`src/rtl/outport_uart_tx_pkg.sv`:
```
// Shared definitions for the OutPort UART transmitter: FSM encoding and frame geometry.
package outport_uart_tx_pkg;

    typedef enum logic [1:0] {
        ST_IDLE  = 2'd0,
        ST_START = 2'd1,
        ST_DATA  = 2'd2,
        ST_STOP  = 2'd3
    } uart_state_e;

    localparam int UART_DATA_BITS = 8;
    localparam int BYTES_PER_WORD = 4;
    localparam int WORD_W         = UART_DATA_BITS * BYTES_PER_WORD;
    localparam int TIMER_W        = 16;

endpackage

```
`src/rtl/outport_fifo.sv`:
```
// Synchronous circular FIFO; a push while full is taken only when a pop lands on the same edge.
module outport_fifo #(
    parameter int WIDTH = 32,
    parameter int DEPTH = 4
) (
    input  logic                       clk,
    input  logic                       clr,
    input  logic                       push,
    input  logic                       pop,
    input  logic [WIDTH-1:0]           din,
    output logic [WIDTH-1:0]           dout,
    output logic [$clog2(DEPTH+1)-1:0] count,
    output logic                       full,
    output logic                       empty
);
    localparam int PTR_W = $clog2(DEPTH);
    localparam int CNT_W = $clog2(DEPTH + 1);

    logic [WIDTH-1:0] mem [DEPTH];
    logic [PTR_W-1:0] wr_ptr, rd_ptr;
    logic [CNT_W-1:0] count_d;
    logic             push_ok, pop_ok;

    assign push_ok = push && (!full || pop);
    assign pop_ok  = pop && !empty;
    assign dout    = mem[rd_ptr];

    always_comb begin
        count_d = count;
        case ({push_ok, pop_ok})
            2'b10:   count_d = count + CNT_W'(1);
            2'b01:   count_d = count - CNT_W'(1);
            default: count_d = count;
        endcase
    end

    always_ff @(posedge clk or posedge clr) begin
        if (clr) begin
            wr_ptr <= '0;
            rd_ptr <= '0;
            count  <= '0;
            full   <= 1'b0;
            empty  <= 1'b1;
        end else begin
            if (push_ok) wr_ptr <= wr_ptr + PTR_W'(1);
            if (pop_ok)  rd_ptr <= rd_ptr + PTR_W'(1);
            count <= count_d;
            full  <= (count_d == CNT_W'(DEPTH));
            empty <= (count_d == '0);
        end
    end

    // Storage needs no reset: contents are only observed behind a valid count.
    always_ff @(posedge clk) begin
        if (push_ok) mem[wr_ptr] <= din;
    end

endmodule

```
`src/rtl/outport_uart_tx.sv`:
```
// OutPort serial consumer: queues written words and sends each as four 8N1 frames, LSB byte first.
module outport_uart_tx
    import outport_uart_tx_pkg::*;
#(
    parameter int CLKS_PER_BIT = 434,
    parameter int FIFO_DEPTH   = 4
) (
    input  logic                            clk,
    input  logic                            clr,
    input  logic                            wr_en,
    input  logic [WORD_W-1:0]               wr_data,
    output logic                            tx,
    output logic                            busy,
    output logic [$clog2(FIFO_DEPTH+1)-1:0] fifo_cnt,
    output logic                            full,
    output logic                            overflow
);
    localparam logic [TIMER_W-1:0] BIT_LOAD  = TIMER_W'(CLKS_PER_BIT - 1);
    localparam logic [2:0]         LAST_BIT  = 3'(UART_DATA_BITS - 1);
    localparam logic [1:0]         LAST_BYTE = 2'(BYTES_PER_WORD - 1);

    uart_state_e         state_q, state_d;
    logic [TIMER_W-1:0]  timer_q, timer_d;
    logic [2:0]          bit_q, bit_d;
    logic [1:0]          byte_q, byte_d;
    logic [WORD_W-1:0]   shreg_q, shreg_d;
    logic                tx_d, busy_d;
    logic                pop;
    logic                fifo_empty;
    logic [WORD_W-1:0]   fifo_dout;

    outport_fifo #(
        .WIDTH (WORD_W),
        .DEPTH (FIFO_DEPTH)
    ) u_fifo (
        .clk   (clk),
        .clr   (clr),
        .push  (wr_en),
        .pop   (pop),
        .din   (wr_data),
        .dout  (fifo_dout),
        .count (fifo_cnt),
        .full  (full),
        .empty (fifo_empty)
    );

    // The word shifts right one place per data bit, so bit 0 is always the
    // next bit on the wire and the following byte lines up after eight shifts.
    always_comb begin
        state_d = state_q;
        timer_d = timer_q;
        bit_d   = bit_q;
        byte_d  = byte_q;
        shreg_d = shreg_q;
        tx_d    = tx;
        busy_d  = busy;
        pop     = 1'b0;
        case (state_q)
            ST_IDLE: begin
                tx_d   = 1'b1;
                busy_d = 1'b0;
                if (!fifo_empty) begin
                    pop     = 1'b1;
                    shreg_d = fifo_dout;
                    byte_d  = '0;
                    timer_d = BIT_LOAD;
                    state_d = ST_START;
                    tx_d    = 1'b0;
                    busy_d  = 1'b1;
                end
            end
            ST_START: begin
                if (timer_q == '0) begin
                    timer_d = BIT_LOAD;
                    bit_d   = '0;
                    state_d = ST_DATA;
                    tx_d    = shreg_q[0];
                end else begin
                    timer_d = timer_q - TIMER_W'(1);
                end
            end
            ST_DATA: begin
                if (timer_q == '0) begin
                    timer_d = BIT_LOAD;
                    shreg_d = shreg_q >> 1;
                    if (bit_q == LAST_BIT) begin
                        state_d = ST_STOP;
                        tx_d    = 1'b1;
                    end else begin
                        bit_d = bit_q + 3'd1;
                        tx_d  = shreg_q[1];
                    end
                end else begin
                    timer_d = timer_q - TIMER_W'(1);
                end
            end
            ST_STOP: begin
                if (timer_q == '0) begin
                    timer_d = BIT_LOAD;
                    if (byte_q != LAST_BYTE) begin
                        byte_d  = byte_q + 2'd1;
                        state_d = ST_START;
                        tx_d    = 1'b0;
                    end else if (!fifo_empty) begin
                        pop     = 1'b1;
                        shreg_d = fifo_dout;
                        byte_d  = '0;
                        state_d = ST_START;
                        tx_d    = 1'b0;
                    end else begin
                        state_d = ST_IDLE;
                        busy_d  = 1'b0;
                    end
                end else begin
                    timer_d = timer_q - TIMER_W'(1);
                end
            end
            default: state_d = ST_IDLE;
        endcase
    end

    always_ff @(posedge clk or posedge clr) begin
        if (clr) begin
            state_q <= ST_IDLE;
            timer_q <= '0;
            bit_q   <= '0;
            byte_q  <= '0;
            shreg_q <= '0;
            tx      <= 1'b1;
            busy    <= 1'b0;
        end else begin
            state_q <= state_d;
            timer_q <= timer_d;
            bit_q   <= bit_d;
            byte_q  <= byte_d;
            shreg_q <= shreg_d;
            tx      <= tx_d;
            busy    <= busy_d;
        end
    end

    // A write is lost only when the queue is full and no pop frees a slot that edge.
    always_ff @(posedge clk or posedge clr) begin
        if (clr)                          overflow <= 1'b0;
        else if (wr_en && full && !pop)   overflow <= 1'b1;
    end

endmodule

```
`config.mk`:
```
export PLATFORM = sky130hd
export DESIGN_NAME = outport_uart_tx
export DESIGN_NICKNAME = d
export VERILOG_FILES = /design/src/rtl/outport_uart_tx_pkg.sv /design/src/rtl/outport_fifo.sv /design/src/rtl/outport_uart_tx.sv
export SDC_FILE = /design/constraint.sdc
export NUM_CORES = 1
export LEC_CHECK = 0
export ABC_AREA = 1
export CAP_MARGIN = 20
export CORE_MARGIN = 1
export CORE_UTILIZATION = 45
export DETAILED_ROUTE_END_ITERATION = 12
export GPL_TIMING_DRIVEN = 0
export MAX_ROUTING_LAYER = met4
export PLACE_DENSITY_LB_ADDON = 0.2
export SETUP_SLACK_MARGIN = 0.02
export SLEW_MARGIN = 30
export SYNTH_ARGS = -nofsm -noshare
export SYNTH_HDL_FRONTEND = slang
export SYNTH_SLANG_ARGS = --single-unit
```
`constraint.sdc`:
```
create_clock -name clk -period 6.6 [get_ports clk]
set_input_delay 1.65 -clock clk [delete_from_list [all_inputs] [get_ports clk]]
set_output_delay 1.65 -clock clk [all_outputs]
set_load 0.05 [all_outputs]
```
==> impl_metrics.ini, run 1 <==
[worst_setup_path]
cp.arrival_ns = 3.94
cp.required_ns = 6.97
critPathSlowestCell = clkdlybuf4s50_1
crit_fanout = 7
cp_top_family = adder cells
start_kind = input pin
critPathCaptureType = flop
worstPathBufferInverterCount = 1
max_stage_delay_ns = 0.53
worstPathCellList = clkdlybuf4s50_1, nand2_1, ha_1, fa_1, mux2_2, or2_2, nor2_1
critPathKind = in -> reg
regToRegSetupSlack_ns = 3.33

[sta]
slew_viol_final = 0
worst_pin_slew_ns = 0.709
min_period_ns = 3.57
finalWorstSetupSlack_ns = 3.03
hold_violations = 0
fin_skew_ns = 0.0174
final-setup-viol-count = 0
fin_tns_setup_ns = 0
fmax_mhz = 280
slew_headroom_pct = 52.7
fin_crit_sh_pct = 54.1
rsz0062_at_grt = false

[synth]
synth_ff_type = edfxtp_1
synth_cells = 828
netlist_area_um2 = 8480
yosysTopAreaCell = edfxtp_1
synthArstFlopShare_pct = 34.4
synth.distinct_cells = 41
syn_avg_cell_area_um2 = 10.2
synth_edf_count = 128
ys_top_cells_by_area = edfxtp_1 45%, dfrtp_1 19%, nand2_1 13%, nand3_1 8.1%, ha_1 2.1%
synth_top_area_share_pct = 45.3
yosys-top-cells-count = 300 x nand2_1, 137 x nand3_1, 128 x edfxtp_1
ys_seq_elements = 195
yosys_warnings = 0
synth_most_common_cell = nand2_1
synth_seq_area_share_pct = 65.2
syn-num-nets = 878

[clocking]
ctsRootBufferMaster = clkbuf_16
cts_buffer_depth = 2
clk_pin_slew_ns = 0.07
cts_tree = done
ctsHtreeMaxLevel = 4
cts-buffers-inserted = 17
clock_latency_ns = 0.44
cts_hold_buffers = 0
cts_sinks = 195
postCtsSetupBuffers = 0
cts_resized = 0

[global_routing]
grt_pass1_wl_mm = 30.1
first_global_vias = 5737
grt_usage_pct = 21.1
grt_antenna_before_repair = 0
grt_overflow = 0
grt_max_degree = 37

[floorplan]
io_pins = 42
die_x_um = 139
initial_core_util_pct = 46.5
die_area_um2 = 19400
die_h_um = 139
core_area_um2 = 18200
std_cell_rows = 49

[power_and_ir_drop]
leakage_nw = 4.13
ir_worst_vdd_v = 0.000190
fin_total_pwr_mw = 2.95
power_density_nw_per_um2 = 296

[route]
vias_per_cell = 5.12
num_vias = 5819
dr.first_iter.drc_count = 574
antenna_left = 0
drt-total-wl_mm = 18.3
drcViolationCount = 0
dr.pass1.iters = 6
wl_per_cell_um = 16.1

[placement]
port-buffer-count = 41
placed_area_um2 = 9390
dp_hpwl_mm = 12.2
place_congestion = 0.780
dp_slack_ns = 2.54

[layout]
drive_gt1_share_pct = 9.04
syn2layout_area_growth_pct = 17.6
finalInstanceArea_um2 = 9960
fill_cells = 1568
antennaDiodeCount = 0
nets = 945
finalCoreUtilization_pct = 54.7

[min_path]
hold_class = reg -> reg

[job]
cap_violations = 0

[run_status]
status = complete, no violations
[worst paths after layout]
kind,to,startpoint,depth (start not counted)
worst max-delay path,u_fifo.full,wr_en,7
worst min-delay path,shreg_q[25],shreg_q[25],2
worst max register to register,u_fifo.full,timer_q[0],14
worst min register to register,shreg_q[25],shreg_q[25],2
max in group asynchronous,tx,clr,3
min in group asynchronous,shreg_q[29],clr,2
[stage by stage]
step                      std cells  hold slack [ns]
after floorplan                 828            0.442
after global placement         1098            0.453
after detailed placement       1105            0.458
after CTS                      1136            0.475
after global routing           1136            0.485
final                          1136            0.471
[cell usage in the layout, fill, tap and decap left out, types with 3 or more instances in the layout]
master and instances:
clkinv_2 3, clkdlybuf4s50_1 41, clkbuf_1 18, inv_2 9, nand3_1 137, o21ai_0 7, dfrtp_1 65, buf_1 6
edfxtp_1 128, buf_2 13, nand2_1 300, xor2_1 10, o21ai_1 12, ha_1 14, nor2_4 6, clkinv_4 3
inv_8 4, clkbuf_16 17, nand4_1 3, inv_1 22, buf_16 6, a21oi_1 8, nor2_1 35, buf_6 3
[power by group]
group,leakage [nW],switching (mW),internal [mW]
Clock,0.285,0.475,0.534
Sequential,1.98,0.0449,1.48
Combinational,1.86,0.260,0.154
[state kept, by name, summed over array words and instances, names as in the netlist, 2 cells and up]
register       count
timer_q           16
shreg_q           32
bit_q              3
u_fifo.mem       128
u_fifo.rd_ptr      2
state_q            2
u_fifo.wr_ptr      2
u_fifo.count       3
byte_q             2
[layer usage]
metal	GRT usage [%]	part of all wire (%)	vias to the layer above
met5	-	0	-
met4	6.61	1.6	0
met3	3.99	3.6	16
met2	34.5	49	120
met1	26.4	45	2772
li1	-	-	2911
[cells by family (layout without fill, tap and decap cells)]
logic type	after synthesis	in the layout	synth area share, %
muxes	1	1	0.133
AOI/OAI and AO/OA	37	37	2.57
and+or+nand+nor	495	495	24.9
buffers and inverters	73	152	3.71
DFF	195	195	65.2
adders and majority gates	15	15	2.30
xor gates and xnor gates	12	12	1.24
[worst min-delay path, cell delays in order (launching register included)]
cell	delay (ns)
dfrtp_1	0.34
nand2_1	0.05
nand2_1	0.05
[final cells by class]
cell class              instances  area [um2]  share of cell area [%]
clock inverters                13         145                    1.46
multi-input cells             560        2670                    26.8
well taps                     229         287                    2.88
flip-flops and latches        195        5520                    55.4
plain buffers                  39         185                    1.86
repair buffers                 48         596                    5.98
inverters                      34         131                    1.32
clock buffers                  18         429                    4.31
Note: power is estimated with default switching activity, not from simulation.
==> run 2, diff against run 1 <==
==> constraint.sdc (replaced) <==
create_clock -name clk -period 3 [get_ports clk]
set_input_delay 0.75 -clock clk [delete_from_list [all_inputs] [get_ports clk]]
set_output_delay 0.75 -clock clk [all_outputs]
set_load 0.05 [all_outputs]
==> run 2 against run 1 <==
  * Total power is 120% higher
  * Global-route usage hardly changed
  * Die area stayed put
  * Clock-buffer cell count stayed put
  * Critical path depth is 6 higher
  * Worst hold slack hardly changed
  * First-iteration DRC count is 1.2% higher
  * Via count is 0.27% higher
  * Final area is 0.62% higher
  * Sequential power is 120% higher
  * Clock skew is 0.0018 ns higher
  * Sequential share of layout area is 0.34 points lower
  * Largest cell class unchanged
  * Largest power group unchanged
==> impl_metrics.ini, run 2 (synthesis gave the netlist of run 1 again) <==
[run_status]
status = complete, no violations

[clocking]
cts_sinks = 195
cts-buffers-inserted = 17
ctsHtreeMaxLevel = 4
ctsRootBufferMaster = clkbuf_16
clk_pin_slew_ns = 0.07
cts_buffer_depth = 2
cts_hold_buffers = 0
clock_latency_ns = 0.44
cts_tree = done

[floorplan]
die_area_um2 = 19400
initial_core_util_pct = 46.5
std_cell_rows = 49
core_area_um2 = 18200
io_pins = 42
die_h_um = 139
die_x_um = 139

[sta]
fin_crit_sh_pct = 92.0
slew_headroom_pct = 53.7
final-setup-viol-count = 0
min_period_ns = 2.76
rsz0062_at_grt = false
fin_tns_setup_ns = 0
fmax_mhz = 362
hold_violations = 0
holdWs_ns = 0.472
slew_viol_final = 0
worst_pin_slew_ns = 0.695
fin_skew_ns = 0.0192

[worst_setup_path]
critPathCaptureType = flop
critPathKind = reg -> reg
cp.required_ns = 3.37
r2r_start = timer_q[6]
crit_fanout = 7
worstPathCellList = nor2_2, nand2_2, nor2_4, nand3_1, nand2_1, nand2_4, nand2_4, nand2_8, ha_4, fa_1, mux2_2, or2_2, nor2_1
start_kind = flop
critPathSlowestCell = fa_1
cp.arrival_ns = 3.13
r2r-end = u_fifo.full
regToRegSetupSlack_ns = 0.24
ff2ff_path_depth = 13
cp_common_cell = nand2_4
crit_path_start = timer_q[6]
max_stage_delay_ns = 0.44

[route]
dr.first_iter.drc_count = 581
antenna_left = 0
drt-total-wl_mm = 18.4
num_vias = 5835
wl_per_cell_um = 16.2
dr.pass1.iters = 7
vias_per_cell = 5.14
drcViolationCount = 0

[layout]
fill_cells = 1553
mostFrequentLayoutCells = 296 x nand2_1, 137 x nand3_1, 128 x edfxtp_1
top_regs = u_fifo.mem: 128 flops, shreg_q: 32 flops, timer_q: 16 flops
largest_reg_flops = 128
nets = 945
syn2layout_area_growth_pct = 18.3
antennaDiodeCount = 0
final_common_cell = nand2_1
drive_gt1_share_pct = 10.0
regMostFlops = u_fifo.mem

[min_path]
min_to = shreg_q[30]
hold_class = reg -> reg
holdPathStages = 2
min-delay-start = shreg_q[30]

[placement]
dp_hpwl_mm = 12.2
place_congestion = 0.780
port-buffer-count = 41

[global_routing]
first_global_vias = 5738
grt_max_degree = 37
grt_pass1_wl_mm = 30.1
grt_usage_pct = 21.1
grt_antenna_before_repair = 0
grt_overflow = 0

[power_and_ir_drop]
ir_worst_vdd_v = 0.000416
leakage_nw = 4.14
power_density_nw_per_um2 = 648

[job]
cap_violations = 0
## run 2: cell types whose count changed in the layout (fill, tap and decap cells not counted)
| cell | before | now |
|---|---|---|
| ha_2 | 0 | 3 |
| ha_4 | 0 | 1 |
| nand2_2 | 2 | 3 |
| nand2_8 | 0 | 1 |
| nor2_4 | 6 | 7 |
| nand2_4 | 1 | 3 |
| ha_1 | 14 | 10 |
| nor2_1 | 35 | 34 |
| nand2_1 | 300 | 296 |
## run 2: worst max-delay path by stage
stage                             endpoint  slack (ns)  depth (start not counted)
after floorplan           u_fifo.mem[0][0]       -0.18                         10
after global placement    u_fifo.mem[1][7]       -1.71                         10
after detailed placement       u_fifo.full       -0.31                         14
after CTS                      u_fifo.full        0.09                         14
after global routing           u_fifo.full        0.04                         16
final                          u_fifo.full        0.24                         13
## run 2: repair_timing
item,CTS,global route
setup endpoints to repair,3,3
buffers inserted,0,0
endpoints found under the hold margin,0,0
gates resized for setup,6,9
pin swaps,0,2
## run 2: critical path: cells and delay by family, from the launching register on
| kind | cells | cell delay (ns) |
|---|---|---|
| adder cells (fa/ha/maj) | 2 | 0.63 |
| flip-flops | 1 | 0.42 |
| multiplexers | 1 | 0.28 |
| AND/OR/NAND/NOR | 10 | 1.37 |
## run 2: per-stage QoR
step	util, %	worst slack (ns)	power (mW)	area [um2]	cells
2_1_floorplan	-	-0.180	3.89	8480	828
3_3_place_gp	50.4	-1.71	4.18	9170	1098
3_5_place_dp	51.6	-0.310	4.35	9390	1105
4_1_cts	54.8	0.0860	6.54	9980	1136
5_1_grt	55.1	0.0401	6.77	10000	1136
6_report	55.1	0.241	6.50	10000	1136
## run 2: final cells by class
cell class | instances | area [um2] | share of cell area, %
Buffer | 39 | 185 | 1.85
Clock buffer | 18 | 429 | 4.28
Clock inverter | 13 | 145 | 1.45
Inverter | 34 | 131 | 1.31
Multi-Input combinational cell | 560 | 2730 | 27.2
Sequential cell | 195 | 5520 | 55.1
Tap cell | 229 | 287 | 2.86
Timing Repair Buffer | 48 | 596 | 5.94
## run 2: report_power, final
part	total, mW	internal (mW)	switching [mW]
combinational	0.926	0.347	0.578
sequential	3.36	3.26	0.100
clock	2.22	1.18	1.04
## run 2: routing by layer
layer  global-route usage (%)  part of all wire (%)
met2                     34.5                    49
met1                     26.5                    46
met4                     6.61                   1.5
met5                        -                     0
met3                     3.99                   3.3
